[src/rtl/econv_enc_322_if.sv]
// Handshake bundle for the rate-2/3 encoder: data symbols in, code symbols and
// frame status out.
interface econv_enc_322_if;
  logic [1:0] Dx_in;
  logic       din_valid;
  logic       din_ready;
  logic [2:0] Rx_out;
  logic       tx_valid;
  logic       tx_ready;
  logic       seq_ready;
  logic       frame_done;
  logic       busy;

  modport master (
    output Dx_in, din_valid, tx_ready,
    input  din_ready, Rx_out, tx_valid, seq_ready, frame_done, busy
  );

  modport slave (
    input  Dx_in, din_valid, tx_ready,
    output din_ready, Rx_out, tx_valid, seq_ready, frame_done, busy
  );
endinterface

[src/rtl/econv_enc_322.sv]
// Rate-2/3, 8-state (3,2,2) convolutional encoder. Frames of L data symbols are
// followed by two zero tail symbols that flush the memory back to state 0.
module econv_enc_322 #(
  parameter int unsigned L  = 32,
  parameter int unsigned CW = $clog2(L + 1)
) (
  input logic            clock,
  input logic            reset,
  econv_enc_322_if.slave bus
);

  typedef enum logic [1:0] {StIdle, StData, StTail} state_e;

  localparam logic [CW-1:0] LastCnt = CW'(L);

  state_e        state_q, state_d;
  logic [CW-1:0] cnt_q, cnt_d;
  logic          tcnt_q, tcnt_d;
  logic          a1_q, a2_q, b1_q;
  logic [2:0]    rx_q;
  logic          tx_valid_q, seq_q, done_q;

  logic          advance, din_ready, fire;
  logic [1:0]    u;
  logic [2:0]    code;

  // A symbol can be produced only when the output slot is empty or draining.
  assign advance   = !tx_valid_q || bus.tx_ready;
  assign din_ready = (state_q != StTail) && advance;
  assign fire      = (state_q == StTail) ? advance : (bus.din_valid && din_ready);
  assign u         = (state_q == StTail) ? 2'b00 : bus.Dx_in;

  assign code = {u[1] ^ a1_q ^ b1_q,
                 u[0] ^ a1_q ^ a2_q,
                 u[1] ^ u[0] ^ a2_q};

  always_comb begin
    state_d = state_q;
    cnt_d   = cnt_q;
    tcnt_d  = tcnt_q;
    if (fire) begin
      unique case (state_q)
        StIdle: begin
          if (L == 1) begin
            state_d = StTail;
            tcnt_d  = 1'b0;
          end else begin
            state_d = StData;
            cnt_d   = CW'(1);
          end
        end
        StData: begin
          cnt_d = cnt_q + 1'b1;
          if (cnt_d == LastCnt) begin
            state_d = StTail;
            tcnt_d  = 1'b0;
          end
        end
        StTail: begin
          tcnt_d = 1'b1;
          if (tcnt_q) begin
            state_d = StIdle;
            cnt_d   = '0;
          end
        end
        default: state_d = StIdle;
      endcase
    end
  end

  always_ff @(posedge clock or negedge reset) begin
    if (!reset) begin
      state_q    <= StIdle;
      cnt_q      <= '0;
      tcnt_q     <= 1'b0;
      a1_q       <= 1'b0;
      a2_q       <= 1'b0;
      b1_q       <= 1'b0;
      rx_q       <= 3'b000;
      tx_valid_q <= 1'b0;
      seq_q      <= 1'b0;
      done_q     <= 1'b0;
    end else begin
      state_q <= state_d;
      cnt_q   <= cnt_d;
      tcnt_q  <= tcnt_d;
      if (fire) begin
        rx_q       <= code;
        tx_valid_q <= 1'b1;
        seq_q      <= (state_q == StIdle);
        done_q     <= (state_q == StTail) && tcnt_q;
        a2_q       <= a1_q;
        a1_q       <= u[1];
        b1_q       <= u[0];
      end else if (bus.tx_ready) begin
        tx_valid_q <= 1'b0;
      end
    end
  end

  assign bus.din_ready  = din_ready;
  assign bus.Rx_out     = rx_q;
  assign bus.tx_valid   = tx_valid_q;
  assign bus.seq_ready  = seq_q;
  assign bus.frame_done = done_q;
  assign bus.busy       = (state_q != StIdle);

endmodule
[src/flat_wrapper.sv]
// flat-port wrapper written by rule: the top's interface ports become plain ports
module econv_enc_322_flat 
#(
  parameter int unsigned L  = 32,
  parameter int unsigned CW = $clog2(L + 1)
)
  (clock, reset, bus_Dx_in, bus_din_valid, bus_tx_ready, bus_din_ready, bus_Rx_out, bus_tx_valid, bus_seq_ready, bus_frame_done, bus_busy);
  econv_enc_322_if bus_i ();
  input logic clock;
  input logic reset;
  input wire logic [$bits(bus_i.Dx_in)-1:0] bus_Dx_in;
  input wire logic [$bits(bus_i.din_valid)-1:0] bus_din_valid;
  input wire logic [$bits(bus_i.tx_ready)-1:0] bus_tx_ready;
  output wire logic [$bits(bus_i.din_ready)-1:0] bus_din_ready;
  output wire logic [$bits(bus_i.Rx_out)-1:0] bus_Rx_out;
  output wire logic [$bits(bus_i.tx_valid)-1:0] bus_tx_valid;
  output wire logic [$bits(bus_i.seq_ready)-1:0] bus_seq_ready;
  output wire logic [$bits(bus_i.frame_done)-1:0] bus_frame_done;
  output wire logic [$bits(bus_i.busy)-1:0] bus_busy;
  assign bus_i.Dx_in = bus_Dx_in;
  assign bus_i.din_valid = bus_din_valid;
  assign bus_i.tx_ready = bus_tx_ready;
  assign bus_din_ready = bus_i.din_ready;
  assign bus_Rx_out = bus_i.Rx_out;
  assign bus_tx_valid = bus_i.tx_valid;
  assign bus_seq_ready = bus_i.seq_ready;
  assign bus_frame_done = bus_i.frame_done;
  assign bus_busy = bus_i.busy;
  econv_enc_322 #(.L(L), .CW(CW)) u_core (.clock(clock), .reset(reset), .bus(bus_i));
endmodule
[config.mk]
export PLATFORM = sky130hd
export DESIGN_NAME = econv_enc_322_flat
export DESIGN_NICKNAME = d
export VERILOG_FILES = /design/src/rtl/econv_enc_322_if.sv /design/src/rtl/econv_enc_322.sv /design/src/flat_wrapper.sv
export SDC_FILE = /design/constraint.sdc
export NUM_CORES = 1
export LEC_CHECK = 0
export ABC_AREA = 1
export CAP_MARGIN = 10
export CORE_MARGIN = 3
export CORE_UTILIZATION = 36
export DETAILED_ROUTE_END_ITERATION = 8
export DONT_BUFFER_PORTS = 1
export PLACE_DENSITY = 0.49
export SLEW_MARGIN = 5
export SYNTH_ARGS = -nofsm -noshare
export SYNTH_HDL_FRONTEND = slang
export SYNTH_SLANG_ARGS = --single-unit
[constraint.sdc]
create_clock -name clock -period 1.85 [get_ports clock]
set_input_delay 0.185 -clock clock [delete_from_list [all_inputs] [get_ports clock]]
set_output_delay 0.185 -clock clock [all_outputs]
set_load 0.01 [all_outputs]
==> flow_metrics.py, run 1 <==
metrics = {
    "min_path": {
        "hold_path_class": "in -> reg",
        "hold_path.startpoint": "bus_tx_ready",
    },
    "timing": {
        "drv_slew": 0,
        "skew_ns": 0.008068,
        "setup_viol": 0,
        "period_minus_slack_ns": 1.665,
        "max_freq_ghz": 0.6008,
        "period_share_pct": 89.98,
        "worstMarginPinSlew_ns": 0.8252,
        "fin_tns_setup_ns": 0,
        "maxSlewHeadroom_pct": 44.81,
        "rsz0062_at_grt": "no",
        "final-hold-violation-count": 0,
    },
    "critical_path": {
        "cp_data_arrival_time_ns": 1.87,
        "crit_path_max_fanout": 9,
        "reg2reg_from": "u_core.state_q[0]$_DFFE_PN0P_",
        "startpoint_type": "flip-flop",
        "setup.worst_path.class": "reg -> reg",
        "crit_end": "u_core.state_q[0]$_DFFE_PN0P_",
        "worst_r2r_endpoint": "u_core.state_q[0]$_DFFE_PN0P_",
        "reg2reg_slack_ns": 0.19,
        "worstSetupStartpoint": "u_core.state_q[0]$_DFFE_PN0P_",
        "r2r_cells": 9,
        "setup.worst_path.end_class": "flip-flop",
        "worstPathRequired_ns": 2.05,
    },
    "clocking": {
        "clock_sinks": 18,
        "clockBufferDepth": 2,
        "cts_setup_buffers": 0,
        "cts.htree.levels": 1,
        "cts.clk_slew.worst_paths_ns": 0.11,
        "hold_buffers": 1,
        "cts_tree": "yes",
        "cts-root-buf": "clkbuf_4",
        "numCtsBuffers": 3,
        "ctsResizeCount": 0,
        "clkLatencyLatePin_ns": 0.30,
    },
    "yosys": {
        "yosysWarnings": 0,
        "netlist.area_leader.share_pct": 44.89,
        "synth-edff-count": 0,
        "async_flop_share_pct": 100.0,
        "synthTopCellsByCount": "nand2_1 (39), dfrtp_1 (18), inv_1 (16)",
        "synth_most_common_cell": "nand2_1",
        "synth_cells": 126,
        "yosysUniqueCellTypes": 19,
        "yosys.area.top_type": "dfrtp_1",
        "netlist_area_sq_um": 1003,
        "ys_ff_latch": 18,
        "yosys-top-cells-area": "dfrtp_1 (45%), nand2_1 (15%), ha_1 (7.5%), inv_1 (6.0%), nand3_1 (4.5%)",
        "ys_seq_area_share_pct": 44.89,
        "synth.avg_cell_area_sq_um": 7.964,
        "synth-main-ff-cell": "dfrtp_1",
        "syn-num-nets": 138,
    },
    "final_layout": {
        "area.growth.synth_to_final_pct": 10.10,
        "drive_above_1_share_pct": 9.774,
        "nNetsFinal": 146,
        "diodes": 0,
        "final_util_pct": 43.03,
        "layoutNonFillerInstCount": 163,
    },
    "place": {
        "gp_congestion": 0.8381,
        "port_buffers": 0,
        "dp_hpwl_um": 1475,
        "placedCellCount": 157,
    },
    "global_route": {
        "antenna_found_initial": 0,
        "grt_usage_pct": 12.04,
        "grt_max_degree": 19,
        "grt_pass1_wl_um": 3160,
        "grt_pass1_vias": 710,
        "overflow": 0,
    },
    "detailed_routing": {
        "drt-wirelength-per-cell_um": 11.79,
        "post_drt_via_cell_ratio": 4.730,
        "drc": 0,
        "route.vias.total": 771,
        "routed_wl_um": 1921,
        "initialDrtViolationCount": 38,
        "drt_first_pass_iters": 4,
        "antenna_left": 0,
    },
    "power": {
        "peakVddDrop_mv": 0.9010,
        "p_leak_nw": 0.5565,
        "switching_share_pct": 41.72,
        "switchingPower_mw": 0.6284,
        "p_int_mw": 0.8779,
        "p_comb_share_pct": 38.8,
        "clockPowerShare_pct": 16.2,
        "powerDensity_nw_per_um2": 1363,
        "seq_power_share_pct": 45.0,
    },
    "floorplanning": {
        "rows": 18,
        "die_x_um": 58.80,
        "die_area_sq_um": 3457,
        "die_h_um": 58.80,
        "pin_count": 14,
        "core_sq_um": 2567,
        "initial_core_util_pct": 39.08,
    },
    "status": {
        "status": "finished, final reports clean",
    },
    "job": {
        "drv_cap": 0,
    },
}
## metal layers
layer  up-vias  wire [um]  global-route usage (%)
met5         -          0                       0
li1        407          -                       -
met4         0         12                   1.942
met3         2         96                   4.825
met1       347       1027                   17.40
met2        15        784                   17.19
## critical path, stage by stage (launching register included)
cell and delay (ns):
dfrtp_1 0.43, inv_1 0.10, ha_1 0.22, nor2_2 0.08
nor2_4 0.14, inv_1 0.15, nor2_1 0.23, nand2_1 0.11
nand2_1 0.07, nand2_1 0.05
## area by class of cell
type	instances	area (sq um)
sequential	18	450.4
inverter	17	63.81
tap	30	37.54
timing repair buffer	4	35.03
clock buffer	4	36.28
fill	283	1463
multi-input combinational	90	481.7
## cells in the final DEF, fill, tap and decap left out
cell type,netlist,routed
nand2_2,3,3
xor2_1,1,1
ha_1,6,6
nand4_1,2,2
a21oi_1,1,1
clkbuf_8,0,1
nor2_4,2,2
buf_4,1,2
xnor2_1,5,5
nor2_2,1,1
nand3_1,9,9
dlygate4sd3_1,0,2
o22ai_1,1,1
clkbuf_4,0,3
nand2_1,39,39
o21ai_0,9,9
o21ai_1,1,1
o21bai_1,1,1
inv_2,1,1
dfrtp_1,18,18
inv_1,16,16
nor2_1,9,9
## power groups by stage
stage / logic, mW / clock network [mW] / registers, mW
2_1_floorplan: 0.475 / 0 / 0.654
4_1_cts: 0.592 / 0.252 / 0.680
3_3_place_gp: 0.575 / 0 / 0.680
3_5_place_dp: 0.577 / 0 / 0.689
6_report: 0.584 / 0.244 / 0.678
5_1_grt: 0.673 / 0.271 / 0.703
## metrics by stage
stage | setup WS, ns | hold slack, ns | power [mW] | area, sq um
global placement | 0.2447 | -0.1100 | 1.256 | 1049
CTS | 0.2179 | 0.0004553 | 1.524 | 1095
global route | 0.03874 | 0.1201 | 1.647 | 1105
floorplan | 0.4161 | -0.1106 | 1.129 | 1003
finish | 0.1854 | 0.1129 | 1.506 | 1105
detailed placement | 0.2431 | -0.1098 | 1.266 | 1049
## kinds of logic (layout without fill, tap and decap cells)
group | count (synthesis) | count (layout) | synth area share, %
AND/OR/NAND/NOR | 65 | 65 | 28.43
flip-flops | 18 | 18 | 44.89
buffers and inverters | 18 | 25 | 7.107
AO/OA/AOI/OAI | 13 | 13 | 6.857
adder cells (fa/ha/maj) | 6 | 6 | 7.481
XOR/XNOR | 6 | 6 | 5.237
## how the worst min path moves through the flow
| stage | end | slack, ns | cells after the start |
|---|---|---|---|
| after floorplan | u_core.a1_q$_DFFE_PN0P_ | -0.11 | 0 |
| after global placement | u_core.cnt_q[3]$_DFFE_PN0P_ | -0.11 | 0 |
| after detailed placement | u_core.cnt_q[4]$_DFFE_PN0P_ | -0.11 | 0 |
| after CTS | u_core.bus.tx_valid$_DFFE_PN0P_ | 0.0005 | 2 |
| after global routing | u_core.bus.tx_valid$_DFFE_PN0P_ | 0.12 | 3 |
| final | u_core.bus.tx_valid$_DFFE_PN0P_ | 0.11 | 3 |
## sequential cells by signal (all words and copies together) (netlist names)
name and cells:
u_core.bus.tx_valid 1, u_core.bus.frame_done 1, u_core.a2_q 1, u_core.tcnt_q 1
u_core.bus.Rx_out 3, u_core.cnt_q 6, u_core.bus.seq_ready 1, u_core.b1_q 1
u_core.a1_q 1, u_core.state_q 2
No activity file was read; power rests on OpenSTA's default activity.
==> run 2, diff against run 1 <==
- ABC_CLOCK_PERIOD_IN_PS: default -> 1850
- REMOVE_ABC_BUFFERS: default -> 1
==> run 2 against run 1 <==
  * Register-to-register slack better by 0.04 ns
  * Clock skew down 0.0031 ns
  * Via count down 2.3%
  * Global-route usage up 1.1 points
  * Sequential cell count unchanged
  * Maximum frequency up 2.4%
  * Non-clock buffer count unchanged
  * Clock power up 3%
  * Critical path type unchanged
  * Critical endpoint is now u_core.cnt_q[5]$_DFFE_PN0P_
  * Largest power group unchanged
==> flow_metrics.py, run 2 (same netlist as run 1, synthesis figures left out) <==
metrics = {
    "status": {
        "status": "finished, final reports clean",
    },
    "global_route": {
        "grt_pass1_wl_um": 3298,
        "antenna_found_initial": 0,
        "grt_max_degree": 19,
        "grt_usage_pct": 13.10,
        "overflow": 0,
        "grt_pass1_vias": 713,
    },
    "detailed_routing": {
        "drc": 0,
        "post_drt_via_cell_ratio": 4.620,
        "drt-wirelength-per-cell_um": 11.80,
        "drt_first_pass_iters": 4,
        "routed_wl_um": 1923,
        "initialDrtViolationCount": 42,
        "antenna_left": 0,
        "route.vias.total": 753,
    },
    "power": {
        "p_leak_nw": 0.5545,
        "powerDensity_nw_per_um2": 1366,
        "peakVddDrop_mv": 0.6372,
    },
    "floorplanning": {
        "die_area_sq_um": 3457,
        "pin_count": 14,
        "die_x_um": 58.80,
        "initial_core_util_pct": 39.08,
        "core_sq_um": 2567,
        "rows": 18,
        "die_h_um": 58.80,
    },
    "critical_path": {
        "worst_r2r_endpoint": "u_core.cnt_q[5]$_DFFE_PN0P_",
        "setup.worst_path.class": "reg -> reg",
        "cp_data_arrival_time_ns": 1.85,
        "startpoint_type": "flip-flop",
        "crit_path_max_fanout": 6,
        "reg2reg_from": "u_core.state_q[0]$_DFFE_PN0P_",
        "r2r_cells": 11,
        "worstPathRequired_ns": 2.08,
        "setup.worst_path.end_class": "flip-flop",
        "reg2reg_slack_ns": 0.23,
    },
    "clocking": {
        "numCtsBuffers": 3,
        "clkLatencyLatePin_ns": 0.30,
        "cts-root-buf": "clkbuf_4",
        "clockBufferDepth": 2,
        "clock_sinks": 18,
        "cts_tree": "yes",
        "cts.htree.levels": 1,
        "cts.clk_slew.worst_paths_ns": 0.11,
    },
    "timing": {
        "worstMarginPinSlew_ns": 0.8526,
        "max_freq_ghz": 0.6154,
        "final-hold-violation-count": 0,
        "skew_ns": 0.004963,
        "period_share_pct": 87.83,
        "fin_ws_ns": 0.2251,
        "period_minus_slack_ns": 1.625,
        "drv_slew": 0,
        "rsz0062_at_grt": "no",
        "fin_tns_setup_ns": 0,
        "maxSlewHeadroom_pct": 42.97,
        "setup_viol": 0,
    },
    "min_path": {
        "hold_path.startpoint": "bus_tx_ready",
        "min_path_cells": 3,
        "hold_path_class": "in -> reg",
        "min_to": "u_core.bus.tx_valid$_DFFE_PN0P_",
    },
    "place": {
        "place_ws_ns": 0.1272,
        "dp_hpwl_um": 1410,
        "gp_congestion": 0.7903,
        "port_buffers": 0,
    },
    "final_layout": {
        "largest_reg_flops": 6,
        "top_register": "u_core.cnt_q",
        "final_cell_mix": "nand2_1 (39), dfrtp_1 (18), inv_1 (16)",
        "diodes": 0,
        "nNetsFinal": 146,
        "drive_above_1_share_pct": 10.53,
        "nFillCells": 267,
        "final_common_cell": "nand2_1",
        "area.growth.synth_to_final_pct": 10.35,
    },
    "job": {
        "drv_cap": 0,
    },
}
run 2: cell counts in the layout (fill, tap and decap cells not counted):
No cell type changed its count.
run 2: timing repair:
action                                  in CTS  in global routing
endpoints found under the setup margin       0                  5
gates resized for setup                      0                  1
setup buffers                                0                  1
hold buffers                                 2                  0
endpoints found under the hold margin       19                  0
run 2: critical path, stage by stage (launching register included):
cell and delay (ns):
dfrtp_1 0.40, inv_1 0.07, ha_2 0.22, inv_1 0.11
nor2_1 0.07, nor2_1 0.13, nand2_2 0.10, inv_2 0.10
nand2_2 0.08, nor2_4 0.13, nand2_1 0.06, o21ai_0 0.07
run 2: worst max-delay path by stage:
stage	startpoint	to	cells after the start
final	u_core.state_q[0]$_DFFE_PN0P_	u_core.cnt_q[5]$_DFFE_PN0P_	11
after global routing	u_core.state_q[0]$_DFFE_PN0P_	u_core.cnt_q[5]$_DFFE_PN0P_	11
after CTS	u_core.state_q[0]$_DFFE_PN0P_	u_core.cnt_q[2]$_DFFE_PN0P_	11
after detailed placement	u_core.state_q[0]$_DFFE_PN0P_	u_core.cnt_q[2]$_DFFE_PN0P_	11
after global placement	u_core.state_q[0]$_DFFE_PN0P_	u_core.cnt_q[2]$_DFFE_PN0P_	11
after floorplan	u_core.state_q[0]$_DFFE_PN0P_	u_core.state_q[0]$_DFFE_PN0P_	9
run 2: metrics by stage:
stage | power [mW] | cell area (sq um) | cells | hold WS (ns) | utilization, %
after floorplan | 1.122 | 996.0 | 125 | -0.1106 | -
after global routing | 1.682 | 1107 | 163 | 0.08209 | 43.13
after CTS | 1.527 | 1097 | 162 | 0.09421 | 42.74
after global placement | 1.249 | 1041 | 156 | -0.1100 | 40.55
final | 1.513 | 1107 | 163 | 0.1108 | 43.13
after detailed placement | 1.255 | 1041 | 156 | -0.1100 | 40.55
run 2: where the power goes:
part | internal [mW] | total [mW] | switching (mW)
clock network | 0.120 | 0.251 | 0.131
registers | 0.524 | 0.675 | 0.152
logic | 0.239 | 0.587 | 0.348
run 2: final cells by class:
class | count | area [sq um] | area share (%)
sequential | 18 | 450.4 | 40.68
tap | 30 | 37.54 | 3.390
timing repair buffer | 4 | 35.03 | 3.164
multi-input combinational | 90 | 484.2 | 43.73
inverter | 17 | 63.81 | 5.763
clock buffer | 4 | 36.28 | 3.277
run 2: layer usage:
metal	routed length [um]	track usage [%]
met1	980	18.07
met2	825	18.45
met3	66	3.070
met4	49	7.767
met5	0	0
